<file path="src/rtl/sha3_pkg.sv">
// Shared types and constants for the SHA-3 datapath blocks.
//   lane_t     : one 64-bit Keccak lane
//   row_t      : one row of five lanes, element [x] is lane x of that row
//   lane_idx_t : lane index L = x + 5*y (0..24)
package sha3_pkg;

  localparam int LANE_WIDTH      = 64;
  localparam int LANES_PER_STATE = 25;
  localparam int ROW_WIDTH       = 5;

  typedef logic [LANE_WIDTH-1:0] lane_t;
  typedef lane_t [ROW_WIDTH-1:0] row_t;
  typedef logic [4:0]            lane_idx_t;

endpackage

</file>
<file path="src/rtl/sha3_lane_select.sv">
// Combinational lane picker for the two-slot state store.
//   slot0, slot1 : packed slot contents, lane n at bits [n*64 +: 64]
//   slot_sel     : which slot is read
//   lane_idx     : lane index within the slot (0..OUTPUT_LANES-1)
//   lane         : selected lane, zero for an out-of-range index
module sha3_lane_select
  import sha3_pkg::*;
#(
  parameter int OUTPUT_LANES = 25
) (
  input  logic [OUTPUT_LANES*LANE_WIDTH-1:0] slot0,
  input  logic [OUTPUT_LANES*LANE_WIDTH-1:0] slot1,
  input  logic                               slot_sel,
  input  lane_idx_t                          lane_idx,
  output lane_t                              lane
);

  always_comb begin
    lane = '0;
    for (int i = 0; i < OUTPUT_LANES; i++) begin
      if (lane_idx == i[4:0]) begin
        lane = slot_sel ? slot1[i*LANE_WIDTH +: LANE_WIDTH]
                        : slot0[i*LANE_WIDTH +: LANE_WIDTH];
      end
    end
  end

endmodule

</file>
<file path="src/rtl/sha3_state_serializer.sv">
// Captures 5x5 Keccak states from the round pipeline into a two-slot
// ping-pong FIFO and emits the first OUTPUT_LANES lanes of each state one
// lane per transfer, in ascending L = x + 5*y.
//   clk, rst               : clock, asynchronous active-high reset
//   isa..ise, sample       : state rows (isa is y=0) and capture strobe; no
//                            backpressure, a sample with no free slot is
//                            dropped and sets the sticky overflow flag
//   odata, ovalid, iready  : lane output handshake
//   olast                  : marks lane OUTPUT_LANES-1 of a state
//   pending                : captured states not yet fully emitted (0..2)
//   overflow               : sticky dropped-sample flag
//
// Handshake: a lane transfers on a rising edge where ovalid && iready.
// While ovalid is high and iready is low, odata/olast/ovalid hold. ovalid
// never drops without a transfer; odata is zero whenever ovalid is low.
module sha3_state_serializer
  import sha3_pkg::*;
#(
  parameter int OUTPUT_LANES = 25,
  parameter     ROW_ORDER    = "abcde"
) (
  input  logic       clk,
  input  logic       rst,
  input  row_t       isa,
  input  row_t       isb,
  input  row_t       isc,
  input  row_t       isd,
  input  row_t       ise,
  input  logic       sample,
  output lane_t      odata,
  output logic       ovalid,
  input  logic       iready,
  output logic       olast,
  output logic [1:0] pending,
  output logic       overflow
);

  localparam int        SLOT_W    = OUTPUT_LANES * LANE_WIDTH;
  localparam lane_idx_t LAST_LANE = lane_idx_t'(OUTPUT_LANES - 1);

  if (OUTPUT_LANES < 1 || OUTPUT_LANES > LANES_PER_STATE) begin : g_bad_lanes
    $error("sha3_state_serializer: OUTPUT_LANES out of range 1..25");
  end
  if (ROW_ORDER != "abcde") begin : g_bad_order
    $error("sha3_state_serializer: unsupported ROW_ORDER");
  end

  // Lane L sits at bits [L*64 +: 64] because isa[0] lands in the LSBs.
  logic [LANES_PER_STATE*LANE_WIDTH-1:0] state_flat;
  assign state_flat = {ise, isd, isc, isb, isa};

  logic [SLOT_W-1:0] slot0, slot1;
  logic [1:0]        full, full_nxt;
  logic              rd_ptr, wr_ptr;
  lane_idx_t         lane_cnt;
  logic              overflow_q;
  lane_t             sel_lane;

  logic cur_valid, xfer, last_xfer, both_full, capture, drop;

  always_comb begin
    cur_valid = full[rd_ptr];
    xfer      = cur_valid && iready;
    last_xfer = xfer && (lane_cnt == LAST_LANE);
    both_full = &full;
    // A slot being freed by this cycle's final transfer can be refilled at
    // the same edge, so a full FIFO does not drop in that case.
    capture   = sample && (!both_full || last_xfer);
    drop      = sample && both_full && !last_xfer;

    // Clear first, then set: when both pointers name the same slot the
    // new capture must win.
    full_nxt = full;
    if (last_xfer) full_nxt[rd_ptr] = 1'b0;
    if (capture)   full_nxt[wr_ptr] = 1'b1;
  end

  always_ff @(posedge clk or posedge rst) begin
    if (rst) begin
      full       <= 2'b00;
      rd_ptr     <= 1'b0;
      wr_ptr     <= 1'b0;
      lane_cnt   <= '0;
      overflow_q <= 1'b0;
    end else begin
      full <= full_nxt;
      if (capture)   wr_ptr <= ~wr_ptr;
      if (last_xfer) rd_ptr <= ~rd_ptr;
      if (xfer)      lane_cnt <= last_xfer ? '0 : lane_cnt + 5'd1;
      if (drop)      overflow_q <= 1'b1;
    end
  end

  // Slot contents need no reset: they are only observable through a full
  // flag, which reset clears.
  always_ff @(posedge clk) begin
    if (capture && !wr_ptr) slot0 <= state_flat[SLOT_W-1:0];
    if (capture &&  wr_ptr) slot1 <= state_flat[SLOT_W-1:0];
  end

  sha3_lane_select #(
    .OUTPUT_LANES(OUTPUT_LANES)
  ) u_lane_select (
    .slot0   (slot0),
    .slot1   (slot1),
    .slot_sel(rd_ptr),
    .lane_idx(lane_cnt),
    .lane    (sel_lane)
  );

  assign ovalid   = cur_valid;
  assign olast    = cur_valid && (lane_cnt == LAST_LANE);
  assign odata    = cur_valid ? sel_lane : '0;
  assign pending  = {1'b0, full[0]} + {1'b0, full[1]};
  assign overflow = overflow_q;

endmodule

</file>
<file path="config.mk">
export PLATFORM = sky130hd
export DESIGN_NAME = sha3_state_serializer
export DESIGN_NICKNAME = d
export VERILOG_FILES = /design/src/rtl/sha3_pkg.sv /design/src/rtl/sha3_lane_select.sv /design/src/rtl/sha3_state_serializer.sv
export SDC_FILE = /design/constraint.sdc
export NUM_CORES = 2
export LEC_CHECK = 0
export ABC_AREA = 0
export BUFFER_PORTS_ARGS = -buffer_cell sky130_fd_sc_hd__buf_2
export CAP_MARGIN = 40
export CORE_MARGIN = 5
export CORE_UTILIZATION = 25
export CTS_BUF_LIST = sky130_fd_sc_hd__clkbuf_8
export CTS_CLUSTER_DIAMETER = 100
export DETAILED_ROUTE_END_ITERATION = 6
export PLACE_DENSITY = 0.41
export SETUP_SLACK_MARGIN = 0.5
export SLEW_MARGIN = 20
export SYNTH_ARGS = -nofsm -noshare
export SYNTH_HDL_FRONTEND = slang
export SYNTH_SLANG_ARGS = --single-unit
</file>
<file path="constraint.sdc">
create_clock -name clk -period 74.7 [get_ports clk]
set_input_delay 18.675 -clock clk [delete_from_list [all_inputs] [get_ports clk]]
set_output_delay 18.675 -clock clk [all_outputs]
set_load 0.05 [all_outputs]
</file>
==> flow_summary.ini <==
[outcome]
status = finished, violations left
violations = design-rule violations

[floorplanning]
die-area_um2 = 531300
num_rows = 264
die_w_um = 728.9
start_util = 0.2504
fp.coreArea_um2 = 516000
die_height_um = 728.9
pin_count = 1673

[detailed_routing]
avgViaCountPerCell = 4.791
drt_iter0_markers = 6600
maxUsedRoutingLayer = met5
wl_met1_um = 214900
wl_met2_um = 309000
routed_wl_um = 595600
wl_per_cell_um = 34.26
drc_errors = 1
wl_met3_um = 42630
firstDrtPassIters = 7
vias = 83310
drtAntennaViolNets = 0

[min_path]
holdPathStages = 1
worstHoldPathType = reg2reg
min_to = overflow$_DFFE_PP0P_
worstHoldStart = overflow$_DFFE_PP0P_

[placement]
detailed_place_hpwl_um = 440200
gp_congestion = 0.8601
numPortBuffers = 1672
dp_cells = 16050

[final_layout]
drive_gt1_frac = 0.3127
final_common_cell = edfxtp_1
stdcell_count = 17390
mostFrequentLayoutCells = 3200 x edfxtp_1, 1697 x buf_2, 1341 x mux2i_1, 597 x clkbuf_8, 299 x a21oi_1
syn_to_final_growth_pct = 23.63
final_net_count = 11350
final_util = 0.3096

[grt]
grt_pass1_wl_um = 773100
grt_max_degree = 165
grt_pass1_vias = 85200
grt_usage = 0.2142
antenna_found_initial = 621
grt_overflow = 0

[sta]
setup_viol = 0
skew_ns = 0.09037
min_period_ns = 26.87
relSlewSlack = 0.2312
rsz0062_at_grt = false
min_period_over_period = 0.3597
tns_ns = 0
tightestPinTransition_ns = 1.153
finalHoldViolations = 0
holdWs_ns = 0.4772
drv_slew = 0
clock.fmax_mhz = 37.21

[logic_synthesis]
yosys_warnings = 0
syn_inst = 7637
synth_flop_cell = edfxtp_1
yosysUniqueCellTypes = 68
synth-edff-count = 3200
syn_avg_cell_area_um2 = 16.92
syn_area_um2 = 129200
synthesis.nets = 9247
async_flop_share = 0.003115
synth-seq-cells = 3210
ys_seq_area_frac = 0.7457

[power_and_ir_drop]
power_w = 0.006081
max-vdd-ir-drop_mv = 0.04808
leakage_nw = 54.35
p_per_area_nw_per_um2 = 38.07

[critical_path]
crit_family = buffers and inverters
cp_cell_sequence = buf_4 -> buf_4 -> buf_4 -> buf_4 -> buf_4 -> mux2i_1 -> a211oi_1 -> o211ai_1 -> a2111oi_2 -> a211oi_2 -> o21ai_1 -> buf_2
reg2reg_slack_ns = 67.34
r2r-start = lane_cnt[1]$_DFFE_PP0P_
cp-start-kind = flip-flop
slowest_stage = dfrtp_4
crit_type = reg2out
worst_path_largest_cell_delay_ns = 0.90
reg2reg_to = slot1[1574]$_DFFE_PP_
worstPathArrival_ns = 8.20
cp_max_fo = 45
crit_top_cell = buf_4
endpoint_kind = output port
ff2ff_path_depth = 16
required_ns = 56.02
path_buf_inv = 6

[clock_tree]
cts_made_buffers = 597
clockBufferDepth = 4
postCtsHoldBufs = 0
cts_root_buf = clkbuf_8
clkTransAtPathRegs_ns = 0.06
cts_setup_buffers = 0
clock_sinks = 3210
clock_latency_ns = 1.24
ctsResizeCount = 0
htree_levels = 6
tritoncts = built

[flow_run]
drv_cap = 0
## worst max path at each step
stage / endpoint / depth (start not counted) / slack, ns / start
after floorplan: slot0[0]$_DFFE_PP_ / 4 / 13.24 / iready
after global placement: odata[20] / 12 / 48.51 / rd_ptr$_DFFE_PP0P_
after detailed placement: odata[20] / 12 / 48.89 / rd_ptr$_DFFE_PP0P_
after CTS: odata[20] / 12 / 47.50 / rd_ptr$_DFFE_PP0P_
after global routing: odata[20] / 12 / 47.47 / rd_ptr$_DFFE_PP0P_
final: odata[25] / 12 / 47.83 / rd_ptr$_DFFE_PP0P_
## cell families (layout without fill, tap and decap cells)
logic type / after synthesis / after routing / synth area share
buffers and inverters: 530 / 3080 / 0.01847
muxes: 1602 / 1602 / 0.1266
and+or+nand+nor: 717 / 717 / 0.02596
other: 0 / 284 / 0
adders and majority gates: 6 / 6 / 0.0005811
xor gates and xnor gates: 1 / 1 / 0.00006780
AOI/OAI and AO/OA: 1571 / 1571 / 0.08258
DFF: 3210 / 3210 / 0.7457
## cell usage after synthesis (all sizes together) (2+ instances only)
| cell type | count | area, um2 |
|---|---|---|
| inv | 6 | 22.52 |
| ha | 6 | 75.07 |
| nor4bb | 3 | 36.29 |
| o221ai | 66 | 578.1 |
| buf | 263 | 1384 |
| nor2b | 3 | 18.77 |
| o211ai | 129 | 968.4 |
| a31o | 2 | 17.52 |
| nand3 | 72 | 365.3 |
| o21ai | 364 | 1822 |
| o22a | 2 | 17.52 |
| nand4b | 6 | 52.55 |
| o22ai | 189 | 1182 |
| mux2i | 1342 | 13430 |
| clkbuf | 261 | 979.7 |
| or2 | 2 | 12.52 |
| a21o | 3 | 22.52 |
| a221o | 20 | 200.2 |
| mux2 | 260 | 2928 |
| nor4b | 2 | 47.55 |
| a221oi | 125 | 1095 |
| nand4 | 2 | 12.51 |
| nand3b | 2 | 15.01 |
| or4b | 4 | 40.04 |
| nand4bb | 3 | 33.78 |
| dfrtp | 10 | 250.2 |
| edfxtp | 3200 | 96090 |
| and4b | 5 | 50.05 |
| a22oi | 63 | 473.0 |
| o311ai | 63 | 551.8 |
| a21boi | 20 | 150.1 |
| nor2 | 304 | 1141 |
| nor3 | 106 | 710.7 |
| a211oi | 87 | 653.1 |
| a2111oi | 65 | 794.5 |
| a21oi | 301 | 1506 |
| a32oi | 64 | 560.5 |
| nand2 | 188 | 705.7 |
| nand2b | 3 | 18.77 |
| and3 | 5 | 31.28 |
| and4bb | 2 | 25.02 |
| o31ai | 2 | 20.02 |
## flip-flops by register name (all words and copies together) (netlist names)
name / cells
slot0: 1600
slot1: 1600
lane_cnt: 5
full: 2
overflow: 1
rd_ptr: 1
wr_ptr: 1
## per-stage QoR
step           cell area (um2)  setup WS (ns)
2_1_floorplan           129200          13.24
3_3_place_gp            146600          48.51
3_5_place_dp            147800          48.89
4_1_cts                 158700          47.50
5_1_grt                 159500          47.47
6_report                159700          47.83
## report_power, final
group,leakage (nW),switching (W),internal (W)
Combinational,19.0,0.00151,0.000612
Sequential,29.1,0.0000670,0.00230
Clock,6.22,0.000793,0.000802
Total,54.4,0.00237,0.00371
## routing by layer
metal	GRT usage	vias to the layer above
met5	0	-
li1	-	35550
met4	0.09825	158
met2	0.3855	3698
met1	0.2368	42390
met3	0.05302	1510
## cell type report
class / count / area [um2]
Antenna cell: 284 / 710.7
Clock buffer: 597 / 8217
Clock inverter: 449 / 2689
Fill cell: 51870 / 356200
Inverter: 6 / 22.52
Multi-Input combinational cell: 3897 / 31220
Sequential cell: 3210 / 96350
Tap cell: 6916 / 8653
Timing Repair Buffer: 2028 / 11860
(Power assumes the default switching activity.)
